## config.mk

```make
export PLATFORM = sky130hd
export DESIGN_NAME = pwm_ramp_ctrl
export DESIGN_NICKNAME = d
export VERILOG_FILES = /design/src/rtl/pwm_ramp_ctrl.sv
export SDC_FILE = /design/constraint.sdc
export NUM_CORES = 1
export LEC_CHECK = 0
export CELL_PAD_IN_SITES_DETAIL_PLACEMENT = 1
export CELL_PAD_IN_SITES_GLOBAL_PLACEMENT = 1
export CORE_MARGIN = 10
export CORE_UTILIZATION = 45
export CTS_CLUSTER_DIAMETER = 60
export DETAILED_ROUTE_END_ITERATION = 10
export GPL_TIMING_DRIVEN = 0
export PLACE_DENSITY = 0.84
export SLEW_MARGIN = 20
export SYNTH_ARGS = -nofsm -noshare
export SYNTH_HDL_FRONTEND = slang
export SYNTH_SLANG_ARGS = --single-unit
```

## constraint.sdc

```tcl
create_clock -name clk -period 6.7 [get_ports clk]
set_clock_uncertainty 0.2 [all_clocks]
set_input_delay 1.005 -clock clk [delete_from_list [all_inputs] [get_ports clk]]
set_output_delay 1.005 -clock clk [all_outputs]
set_load 0.02 [all_outputs]
```

## src/rtl/pwm_ramp_ctrl.sv

```systemverilog
// Soft-start/fade controller for one PWM channel: accepts target-duty commands
// and walks the live duty one LSB per step_periods PWM periods toward the target,
// updating only on period boundaries so no period is ever truncated.
module pwm_ramp_ctrl #(
  parameter int unsigned resolution   = 8,
  parameter int unsigned dvsr         = 5,
  parameter int unsigned step_periods = 4
) (
  input  logic                  clk,
  input  logic                  rst,
  input  logic                  cmd_valid,
  input  logic [resolution-1:0] cmd_duty,
  output logic                  cmd_ready,
  output logic [resolution-1:0] duty_cur,
  output logic                  busy,
  output logic                  period_start,
  output logic                  pwm_out
);

  localparam int unsigned q_w  = (dvsr > 1) ? $clog2(dvsr) : 1;
  localparam int unsigned pc_w = (step_periods > 1) ? $clog2(step_periods) : 1;
  localparam logic [q_w-1:0]        q_last  = q_w'(dvsr - 1);
  localparam logic [resolution-1:0] d_last  = '1;
  localparam logic [pc_w-1:0]       pc_last = pc_w'(step_periods - 1);

  typedef enum logic [0:0] {
    st_idle = 1'b0,
    st_ramp = 1'b1
  } state_t;

  state_t                state;
  state_t                state_nxt;
  logic [q_w-1:0]        q;
  logic [q_w-1:0]        q_nxt;
  logic [resolution-1:0] d;
  logic [resolution-1:0] d_nxt;
  logic                  tick;
  logic [resolution-1:0] target;
  logic [resolution-1:0] target_nxt;
  logic [pc_w-1:0]       pc;
  logic [pc_w-1:0]       pc_nxt;
  logic [resolution-1:0] duty_nxt;

  // Ready only when idle and out of reset, so a command is never lost to a reset edge.
  assign cmd_ready = (state == st_idle) && !rst;

  // Next values of the free-running prescaler and PWM counter.
  always_comb begin
    tick  = (q == q_last);
    q_nxt = tick ? '0 : q + q_w'(1);
    d_nxt = tick ? d + resolution'(1) : d;
  end

  // Prescaler, PWM counter, period marker (pre-decoded so it is high on the wrap clk) and pin.
  always_ff @(posedge clk) begin
    if (rst) begin
      q            <= '0;
      d            <= '0;
      period_start <= 1'b0;
      pwm_out      <= 1'b0;
    end else begin
      q            <= q_nxt;
      d            <= d_nxt;
      period_start <= (q_nxt == q_last) && (d_nxt == d_last);
      pwm_out      <= (d < duty_cur);
    end
  end

  // Ramp FSM state and datapath registers.
  always_ff @(posedge clk) begin
    if (rst) begin
      state    <= st_idle;
      target   <= '0;
      pc       <= '0;
      duty_cur <= '0;
      busy     <= 1'b0;
    end else begin
      state    <= state_nxt;
      target   <= target_nxt;
      pc       <= pc_nxt;
      duty_cur <= duty_nxt;
      busy     <= (state_nxt == st_ramp);
    end
  end

  // Command acceptance and per-period stepping of the live duty toward the target.
  always_comb begin
    state_nxt  = state;
    target_nxt = target;
    pc_nxt     = pc;
    duty_nxt   = duty_cur;
    case (state)
      st_idle: begin
        if (cmd_valid) begin
          target_nxt = cmd_duty;
          pc_nxt     = '0;
          if (cmd_duty != duty_cur) begin
            state_nxt = st_ramp;
          end
        end
      end
      st_ramp: begin
        if (period_start) begin
          if (pc == pc_last) begin
            pc_nxt   = '0;
            duty_nxt = (target > duty_cur) ? duty_cur + resolution'(1)
                                           : duty_cur - resolution'(1);
            if (duty_nxt == target) begin
              state_nxt = st_idle;
            end
          end else begin
            pc_nxt = pc + pc_w'(1);
          end
        end
      end
      default: state_nxt = st_idle;
    endcase
  end

endmodule

```

Word level (Yosys, flattened, before mapping)
Cells that the tools add are included.
{"block": "classes", "n_addsub": 5, "n_lt_le_gt_ge": 2, "eq_ne": 8, "muxes": 13, "bitwise_logic": 1, "n_reduce_logical": 6}
{"cell": "8-bit by 1-bit adder with 8-bit output, second input constant", "n": 2}
{"cell": "8-bit two-way mux", "n": 2}
{"cell": "8-bit == test", "n": 1}
{"cell": "8-bit == test, second input constant", "n": 1}
{"cell": "8-bit > comparator", "n": 1}
{"cell": "8-bit less-than comparator", "n": 1}
{"cell": "8-bit inequality test", "n": 1}
{"cell": "8-bit by 1-bit subtractor with 8-bit output, second input constant", "n": 1}
{"cell": "3-bit == test, second input constant", "n": 2}
{"cell": "2-bit two-way mux", "n": 3}
{"cell": "1-bit two-way mux", "n": 5}
{"cell": "2-bit inequality test, second input constant", "n": 2}
{"cell": "2-bit one-hot mux with 2 select lines", "n": 1}
{"cell": "2-bit AND reduction", "n": 2}
{"cell": "3-bit by 1-bit adder with 3-bit output, second input constant", "n": 1}
{"cell": "3-bit two-way mux", "n": 1}
{"cell": "3-bit AND reduction", "n": 1}
{"cell": "2-bit by 1-bit adder with 2-bit output, second input constant", "n": 1}
{"cell": "2-bit == test, second input constant", "n": 1}
{"cell": "1-bit logical AND", "n": 2}
{"cell": "1-bit one-hot mux with 2 select lines", "n": 1}
{"cell": "1-bit zero test", "n": 1}
{"cell": "1-bit inverter", "n": 1}
{"block": "totals", "regBits": 32, "input_bits": 11, "output_inout_bits": 12, "word_cells": 43}

Logic depth before layout (Yosys ltp)
Gate-level depths: netlist (run 1).
{"block": "logic_depth", "word_depth": 7, "ltp_mapped": 15, "mapped_depth_nobuf": 15}

Worst setup path before layout (run 1)
OpenSTA, ideal clock, no wires.
{"block": "synth_path", "kind": "register to register", "startpoint": "register duty_cur[1]", "endpoint": "register state", "setup_time_ns": 0.134, "arrival_ns": 3.212, "t_required_ns": 6.366, "slack_ns": 3.154, "path_stages_with_launch": 15, "n_path_buf": 0, "synth_period_minus_slack_ns": 3.546, "path_cell_list": "dfxtp_1 > inv_1 > ha_1 > nor2b_1 > o211ai_1 > a21oi_1 > o21ai_2 > inv_1 > fa_1 > xor2_1 > nand4b_1 > a2111oi_2 > o2111ai_1 > a211oi_1 > a211oi_1"}
{"block": "synth_via", "elab_chain_len": 7, "elab_cells_between_ends": 12, "classes_between": "add/sub (2); order compare (1); eq/ne (2); mux (7)"}
{"item": "from (decl)", "line_no": "14", "rtl": "output logic [resolution-1:0] duty_cur,"}
{"item": "from (signal assigned)", "line_no": "81", "rtl": "duty_cur <= duty_nxt;"}
{"item": "8-bit by 1-bit subtractor with 8-bit output, or another cell as far along", "line_no": "107", "rtl": ": duty_cur - resolution'(1);"}
{"item": "8-bit two-way mux", "line_no": "106", "rtl": "duty_nxt = (target > duty_cur) ? duty_cur + resolution'(1)"}
{"item": "8-bit == test", "line_no": "108", "rtl": "if (duty_nxt == target) begin"}
{"item": "1-bit two-way mux", "line_no": "108"}
{"item": "1-bit two-way mux", "line_no": "104", "rtl": "if (pc == pc_last) begin"}
{"item": "1-bit two-way mux", "line_no": "103", "rtl": "if (period_start) begin"}
{"item": "1-bit one-hot mux with 2 select lines *", "line_no": "92", "rtl": "case (state)"}
{"item": "to (signal assigned)", "line_no": "72", "rtl": "state <= st_idle;"}
{"item": "to (signal assigned)", "line_no": "78", "rtl": "state <= state_nxt;"}
{"item": "to (decl)", "line_no": "31", "rtl": "state_t state;"}
Mark *: on every way between the ends. The rest lies on a longest branch, timed or not.
A chain may end at the register's enable or synchronous reset.

Final worst setup path (run 1)
Same ends and word-level chain as after synthesis.

==> results.yml, run 1 <==
status:
  outcome: "finished, final reports clean"
sta:
  hold_violations: 0
  rsz0062_at_grt: "no"
  finalCritPeriodShare: 0.5784
  tightestPinTransition_ns: 0.6127
  layout_setup_ws_ns: 2.825
  maxSlewViolCount: 0
  tns_ns: 0
  setup_viol: 0
  slew_headroom: 0.5915
  min_period_ns: 3.875
  fmax_ghz: 0.2580
route:
  met2_length_um: 2755
  vias: 1850
  wirelength_um: 5685
  route.met3.wl_um: 365
  drt-initial-drc-count: 96
  firstDrtPassIters: 4
  wl_per_cell_um: 17.18
  drtAntennaViolNets: 0
  vias_per_cell: 5.589
  topRoutingLayerUsed: "met4"
  drc: 0
  wl_met1_um: 2503
clock_tree:
  numCtsBuffers: 5
  cts_tree: "yes"
  clk_pin_slew_ns: 0.07
  hold_buffers: 0
  cts_resized: 0
  insertion_delay_ns: 0.29
  root_buffer: "clkbuf_8"
  htree_levels: 2
  cts_sinks: 32
  cts_setup_buffers: 0
  clk_path_buf_depth: 2
final_layout:
  fillCellCount: 534
  area_delta_synth_final_pct: 18.32
  nets: 316
  drive_above_1_share: 0.06093
  diodes: 0
logic_synthesis:
  yosys.area_share.simple: 0.2102
  synth_seq_area_share: 0.3066
  ys_types: 39
  synth_edf_count: 0
  synth_top_area_share: 0.3066
  syn_area_per_cell_um2: 8.358
  synth_seq_cells: 32
  synth_warnings: 0
  async_reset_ff_frac: 0
  synthXorXnorAreaFrac: 0.1174
  syn_area_um2: 2090
  syn-num-nets: 288
  synth_top_family_by_area: "simple AND/OR/NAND/NOR gates"
  synth_ff_type: "dfxtp_1"
  synth_cells: 250
  synth_compound_area_frac: 0.1491
  synth.area.top_cells: "dfxtp_1, ha_1, xor2_1"
  muxShareOfSynthArea: 0
  yosysTopAreaCell: "dfxtp_1"
  synthAdderAreaFrac: 0.1653
die:
  row_count: 24
  die_h_um: 88.14
  initial_utilization: 0.4734
  die_area_um2: 7769
  design.core.area_um2: 4414
  die_x_um: 88.14
  ios: 23
critical_path:
  cp_num_buf_inv: 2
  crit_required_ns: 6.66
  cp_max_fo: 9
  crit_chain: "inv_1, ha_1, nor2b_1, o211ai_1, a21oi_1, o21ai_2, inv_1, fa_1, xor2_1, nand4b_1, a2111oi_2, o2111ai_1, a211oi_1, a211oi_1"
  end_kind: "flip-flop"
  criticalPathCategory: "reg2reg"
  crit_path_start_kind: "flip-flop"
  max_stage_delay_ns: 0.54
  reg2reg_slack_ns: 2.82
  crit_family: "compound AO/OA/AOI/OAI gates"
  cpMaxStageDelayCell: "fa_1"
  arrival_ns: 3.83
worst_hold_path:
  hp-class: "reg2reg"
grt:
  grtUsageTotal: 0.1528
  grt_max_degree: 11
  grt_pass1_vias: 1894
  antenna_found_initial: 0
  grt_pass1_wl_um: 9377
  grt_overflow: 0
placed_design:
  place.gp.congestion: 0.8573
  pre_cts_ws_ns: 2.839
  portBuffers: 21
  dp_hpwl_um: 4311
power_and_ir_drop:
  p_leak_uw: 0.0009655
  peakVddDrop_uv: 109.6
  p_per_area_nw_per_um2: 197.2
flow_run:
  maxCapViolCount: 0
-- cells in the mapped netlist, types with 2 or more instances --
master     number
dfxtp_1        32
nand2_1        32
a21oi_1        27
ha_1           26
nor2_1         18
xor2_1         17
inv_1          14
xnor2_1        11
nor2b_1         7
nor3_1          6
o21ai_0         6
clkbuf_1        5
nand2b_1        4
nand3_1         4
nor4_1          4
a211oi_1        3
a31oi_1         3
nand4_1         3
o21ai_1         3
a2111oi_2       2
a21o_1          2
and3_1          2
clkbuf_8        2
or3_1           2
-- cell type report --
| type | count | area (um2) | share of cell area |
|---|---|---|---|
| flip-flops and latches | 32 | 640.6 | 0.2591 |
| clock buffers | 6 | 72.57 | 0.02935 |
| inverters | 14 | 52.55 | 0.02126 |
| well taps | 52 | 65.06 | 0.02632 |
| clock inverters | 2 | 35.03 | 0.01417 |
| repair buffers | 21 | 210.2 | 0.08502 |
| multi-input cells | 195 | 1341 | 0.5425 |
| plain buffers | 9 | 55.05 | 0.02227 |
-- per-layer routing --
| layer | GRT usage | vias up |
|---|---|---|
| li1 | - | 916 |
| met2 | 0.2619 | 43 |
| met3 | 0.03900 | 8 |
| met4 | 0.03852 | 0 |
| met5 | 0 | - |
| met1 | 0.1857 | 883 |
-- registers in the layout, summed over array words and instances, names as in the netlist --
signal,count
pc,2
target,8
duty_cur,8
period_start,1
state,1
pwm_out,1
d,8
q,3
-- placed cells by master (no fill, tap or decap), types with 2 or more instances in the layout --
cell type        synthesis  final
nor2b_1                  7      7
clkdlybuf4s50_1          0     21
nand4_1                  3      3
xnor2_1                 11     11
a21o_1                   2      2
xor2_1                  17     17
nand2_1                 32     32
clkbuf_8                 2      7
or3_1                    2      2
ha_1                    26     26
clkbuf_1                 5      6
a2111oi_2                2      2
o21ai_0                  6      6
nand2b_1                 4      4
dfxtp_1                 32     32
a31oi_1                  3      3
a21oi_1                 27     27
nor4_1                   4      4
nor3_1                   6      6
nor2_1                  18     18
o21ai_1                  3      3
a211oi_1                 3      3
and3_1                   2      2
inv_1                   14     14
nand3_1                  4      4
-- path summary, 6_finish.rpt --
path               startpoint   endpoint  depth (start not counted)
hold reg to reg     target[0]  target[0]                          2
setup / recovery  duty_cur[1]      state                         14
hold / removal      target[0]  target[0]                          2
setup reg to reg  duty_cur[1]      state                         14
-- kinds of logic (layout without fill, tap and decap cells) --
family,count (synthesis),after routing
adders and majority gates,27,27
buffers and inverters,23,52
xor gates and xnor gates,28,28
AOI/OAI and AO/OA,51,51
and+or+nand+nor,89,89
DFF,32,32
-- where the power goes --
group | internal (uW) | total [uW] | switching (uW)
clock network | 110 | 187 | 76.7
registers | 195 | 201 | 5.19
logic | 42.2 | 99.9 | 57.7
-- tightest hold or removal path: cells and delay by family, from the launching register on --
family / cells / cell delay (ns)
simple gates: 1 / 0.05
compound gates: 1 / 0.05
flops: 1 / 0.31
-- per-stage QoR --
| step | instances | total power (uW) | util | hold slack [ns] | instance area [um2] |
|---|---|---|---|---|---|
| detailed placement | 323 | 303.5 | 0.5357 | 0.2586 | 2365 |
| CTS | 331 | 491.7 | 0.5601 | 0.2703 | 2472 |
| global placement | 323 | 300.0 | 0.5357 | 0.2455 | 2365 |
| floorplan | 250 | 275.3 | - | 0.2312 | 2090 |
| global route | 331 | 511.9 | 0.5601 | 0.2806 | 2472 |
| finish | 331 | 487.5 | 0.5601 | 0.2629 | 2472 |
Power figures use the tool's default switching activity.
==> run 2: changes to the inputs <==
--- a/config.mk
+++ b/config.mk
@@ -8,11 +8,11 @@
 export CELL_PAD_IN_SITES_DETAIL_PLACEMENT = 1
 export CELL_PAD_IN_SITES_GLOBAL_PLACEMENT = 1
 export CORE_MARGIN = 10
-export CORE_UTILIZATION = 45
+export CORE_UTILIZATION = 42
 export CTS_CLUSTER_DIAMETER = 60
 export DETAILED_ROUTE_END_ITERATION = 10
 export GPL_TIMING_DRIVEN = 0
-export PLACE_DENSITY = 0.84
+export PLACE_DENSITY = 0.79
 export SLEW_MARGIN = 20
 export SYNTH_ARGS = -nofsm -noshare
 export SYNTH_HDL_FRONTEND = slang
==> constraint.sdc (replaced) <==
create_clock -name clk -period 3.97 [get_ports clk]
set_clock_uncertainty 0.2 [all_clocks]
set_input_delay 0.5955 -clock clk [delete_from_list [all_inputs] [get_ports clk]]
set_output_delay 0.5955 -clock clk [all_outputs]
set_load 0.02 [all_outputs]
==> run 2 against run 1 <==
Against the previous run:
- clock-buffer cell count is the same
- sequential power is 68% higher
- design area up 0.76%
- combinational power grew 78%
- power grew 61%
- setup slack worse by 2.4 ns
- global-route usage shrank 1.4 points
- highest routed layer unchanged
==> results.yml, run 2 (synthesis results as in run 1) <==
sta:
  rsz0062_at_grt: "no"
  maxSlewViolCount: 0
  tightestPinTransition_ns: 0.6049
  min_period_ns: 3.568
  fmax_ghz: 0.2803
  finalCritPeriodShare: 0.8988
  slew_headroom: 0.5968
  setup_viol: 0
  hold_violations: 0
  tns_ns: 0
critical_path:
  reg2reg_slack_ns: 0.40
  r2r.worst_path.cells: 14
  crit_path_start_kind: "flip-flop"
  end_kind: "flip-flop"
  rr_startpoint: "duty_cur[1]"
  r2r_end: "state"
  crit_required_ns: 3.92
  cp_max_fo: 5
  criticalPathCategory: "reg2reg"
  arrival_ns: 3.52
clock_tree:
  root_buffer: "clkbuf_8"
  insertion_delay_ns: 0.29
  clk_pin_slew_ns: 0.07
  cts_tree: "yes"
  hold_buffers: 0
  numCtsBuffers: 5
  cts_sinks: 32
  clk_path_buf_depth: 2
  htree_levels: 2
final_layout:
  drive_above_1_share: 0.06786
  fillCellCount: 582
  reg.largest.list: "d (8), duty_cur (8), target (8)"
  nets: 317
  mostFrequentLayoutCells: "nand2_1, dfxtp_1, a21oi_1, ha_1, clkdlybuf4s50_1"
  final_cell_area_um2: 2491
  diodes: 0
  instances_no_fill: 347
  area_delta_synth_final_pct: 19.22
die:
  die_area_um2: 8197
  ios: 23
  die_x_um: 90.54
  row_count: 25
  die_h_um: 90.54
  design.core.area_um2: 4786
  initial_utilization: 0.4366
route:
  vias: 1833
  firstDrtPassIters: 4
  wirelength_um: 5480
  wl_per_cell_um: 15.79
  drtAntennaViolNets: 0
  drt-initial-drc-count: 68
  drc: 0
  vias_per_cell: 5.282
power_and_ir_drop:
  p_per_area_nw_per_um2: 314.7
  peakVddDrop_uv: 158.9
  pwr-share-seq: 0.432
  swShare: 0.3052
  p_leak_uw: 0.0009672
  p_sw_uw: 239.3
  pwr-share-comb: 0.227
  power.internal_uw: 544.8
  p_clk_frac: 0.342
  finalPower_uw: 784.0
grt:
  grtUsageTotal: 0.1387
  grt_max_degree: 11
  antenna_found_initial: 0
  grt_pass1_vias: 1970
  grt_overflow: 0
  grt_pass1_wl_um: 9425
placed_design:
  placed_area_um2: 2384
  portBuffers: 21
  placedCellCount: 338
  place.gp.congestion: 0.8305
  dp_hpwl_um: 4311
status:
  outcome: "finished, final reports clean"
worst_hold_path:
  holdPathStages: 2
  hp-class: "reg2reg"
  hold-path-endpoint: "target[0]"
  min-delay-start: "target[0]"
flow_run:
  maxCapViolCount: 0
## run 2: cell count changes in the layout (fill, tap and decap cells not counted), sizes merged
cell / before / now
bufinv: 1 / 0
clkinv: 1 / 2
buf: 2 / 3
## run 2: cell type report
type | count | area (um2) | share of cell area
inverters | 14 | 52.55 | 0.02109
clock buffers | 6 | 82.58 | 0.03315
repair buffers | 22 | 217.7 | 0.08739
well taps | 67 | 83.83 | 0.03365
multi-input cells | 195 | 1349 | 0.5414
flip-flops and latches | 32 | 640.6 | 0.2572
plain buffers | 9 | 55.05 | 0.02210
clock inverters | 2 | 10.01 | 0.004018
## run 2: worst max path at each step
stage,startpoint,endpoint,cells after the start
floorplan,duty_cur[1],state,14
global placement,duty_cur[1],state,14
detailed placement,duty_cur[1],state,14
CTS,duty_cur[1],state,14
global route,duty_cur[1],state,14
finish,duty_cur[1],state,14
## run 2: power by group through the flow
stage | Clock, uW | Combinational [uW] | Sequential (uW)
after floorplan | 0 | 120 | 345
after global placement | 0 | 161 | 345
after detailed placement | 0 | 167 | 346
after CTS | 275 | 170 | 338
after global routing | 290 | 197 | 340
final | 268 | 178 | 338
## run 2: critical path: stages, from the launching register on
cell	delay, ns
dfxtp_1	0.42
inv_1	0.14
ha_1	0.32
nor2b_1	0.13
o211ai_1	0.15
a21oi_1	0.12
o21ai_4	0.19
inv_1	0.07
fa_1	0.54
xor2_1	0.18
nand4b_1	0.13
a2111oi_2	0.34
o2111ai_1	0.16
a211oi_1	0.23
a211oi_1	0.10
## run 2: stage by stage
stage / utilization / worst slack (ns) / hold WS [ns]
final: 0.5205 / 0.4019 / 0.2577
after global routing: 0.5205 / 0.07126 / 0.2882
after detailed placement: 0.4980 / 0.09132 / 0.2477
after floorplan: - / 0.4238 / 0.2312
after CTS: 0.5174 / 0.07765 / 0.2578
after global placement: 0.4980 / 0.1805 / 0.2462
## run 2: what timing repair did
action | 4_1_cts | 5_1_grt
setup endpoints to repair | 0 | 1
resized for setup | 0 | 1
buffers inserted | 0 | 1
## run 2: per-layer routing
metal	part of all wire	GRT usage	routed length, um
met1	0.46	0.1655	2547
met2	0.46	0.2308	2526
met3	0.057	0.04239	313
met4	0.017	0.04377	92
met5	0	0	0
==> run 3: changes to the inputs <==
==> constraint.sdc (replaced) <==
create_clock -name clk -period 3.97 [get_ports clk]
set_clock_uncertainty 0.2 [all_clocks]
set_input_delay 0.5955 -clock clk [delete_from_list [all_inputs] [get_ports clk]]
set_output_delay 0.5955 -clock clk [all_outputs]
set_load 0.01 [all_outputs]
==> results of run 3 <==
Same layout as run 2 (identical final DEF). Status: finished, final reports clean.
Among the figures that moved: total power 784.0 uW -> 782.8 uW
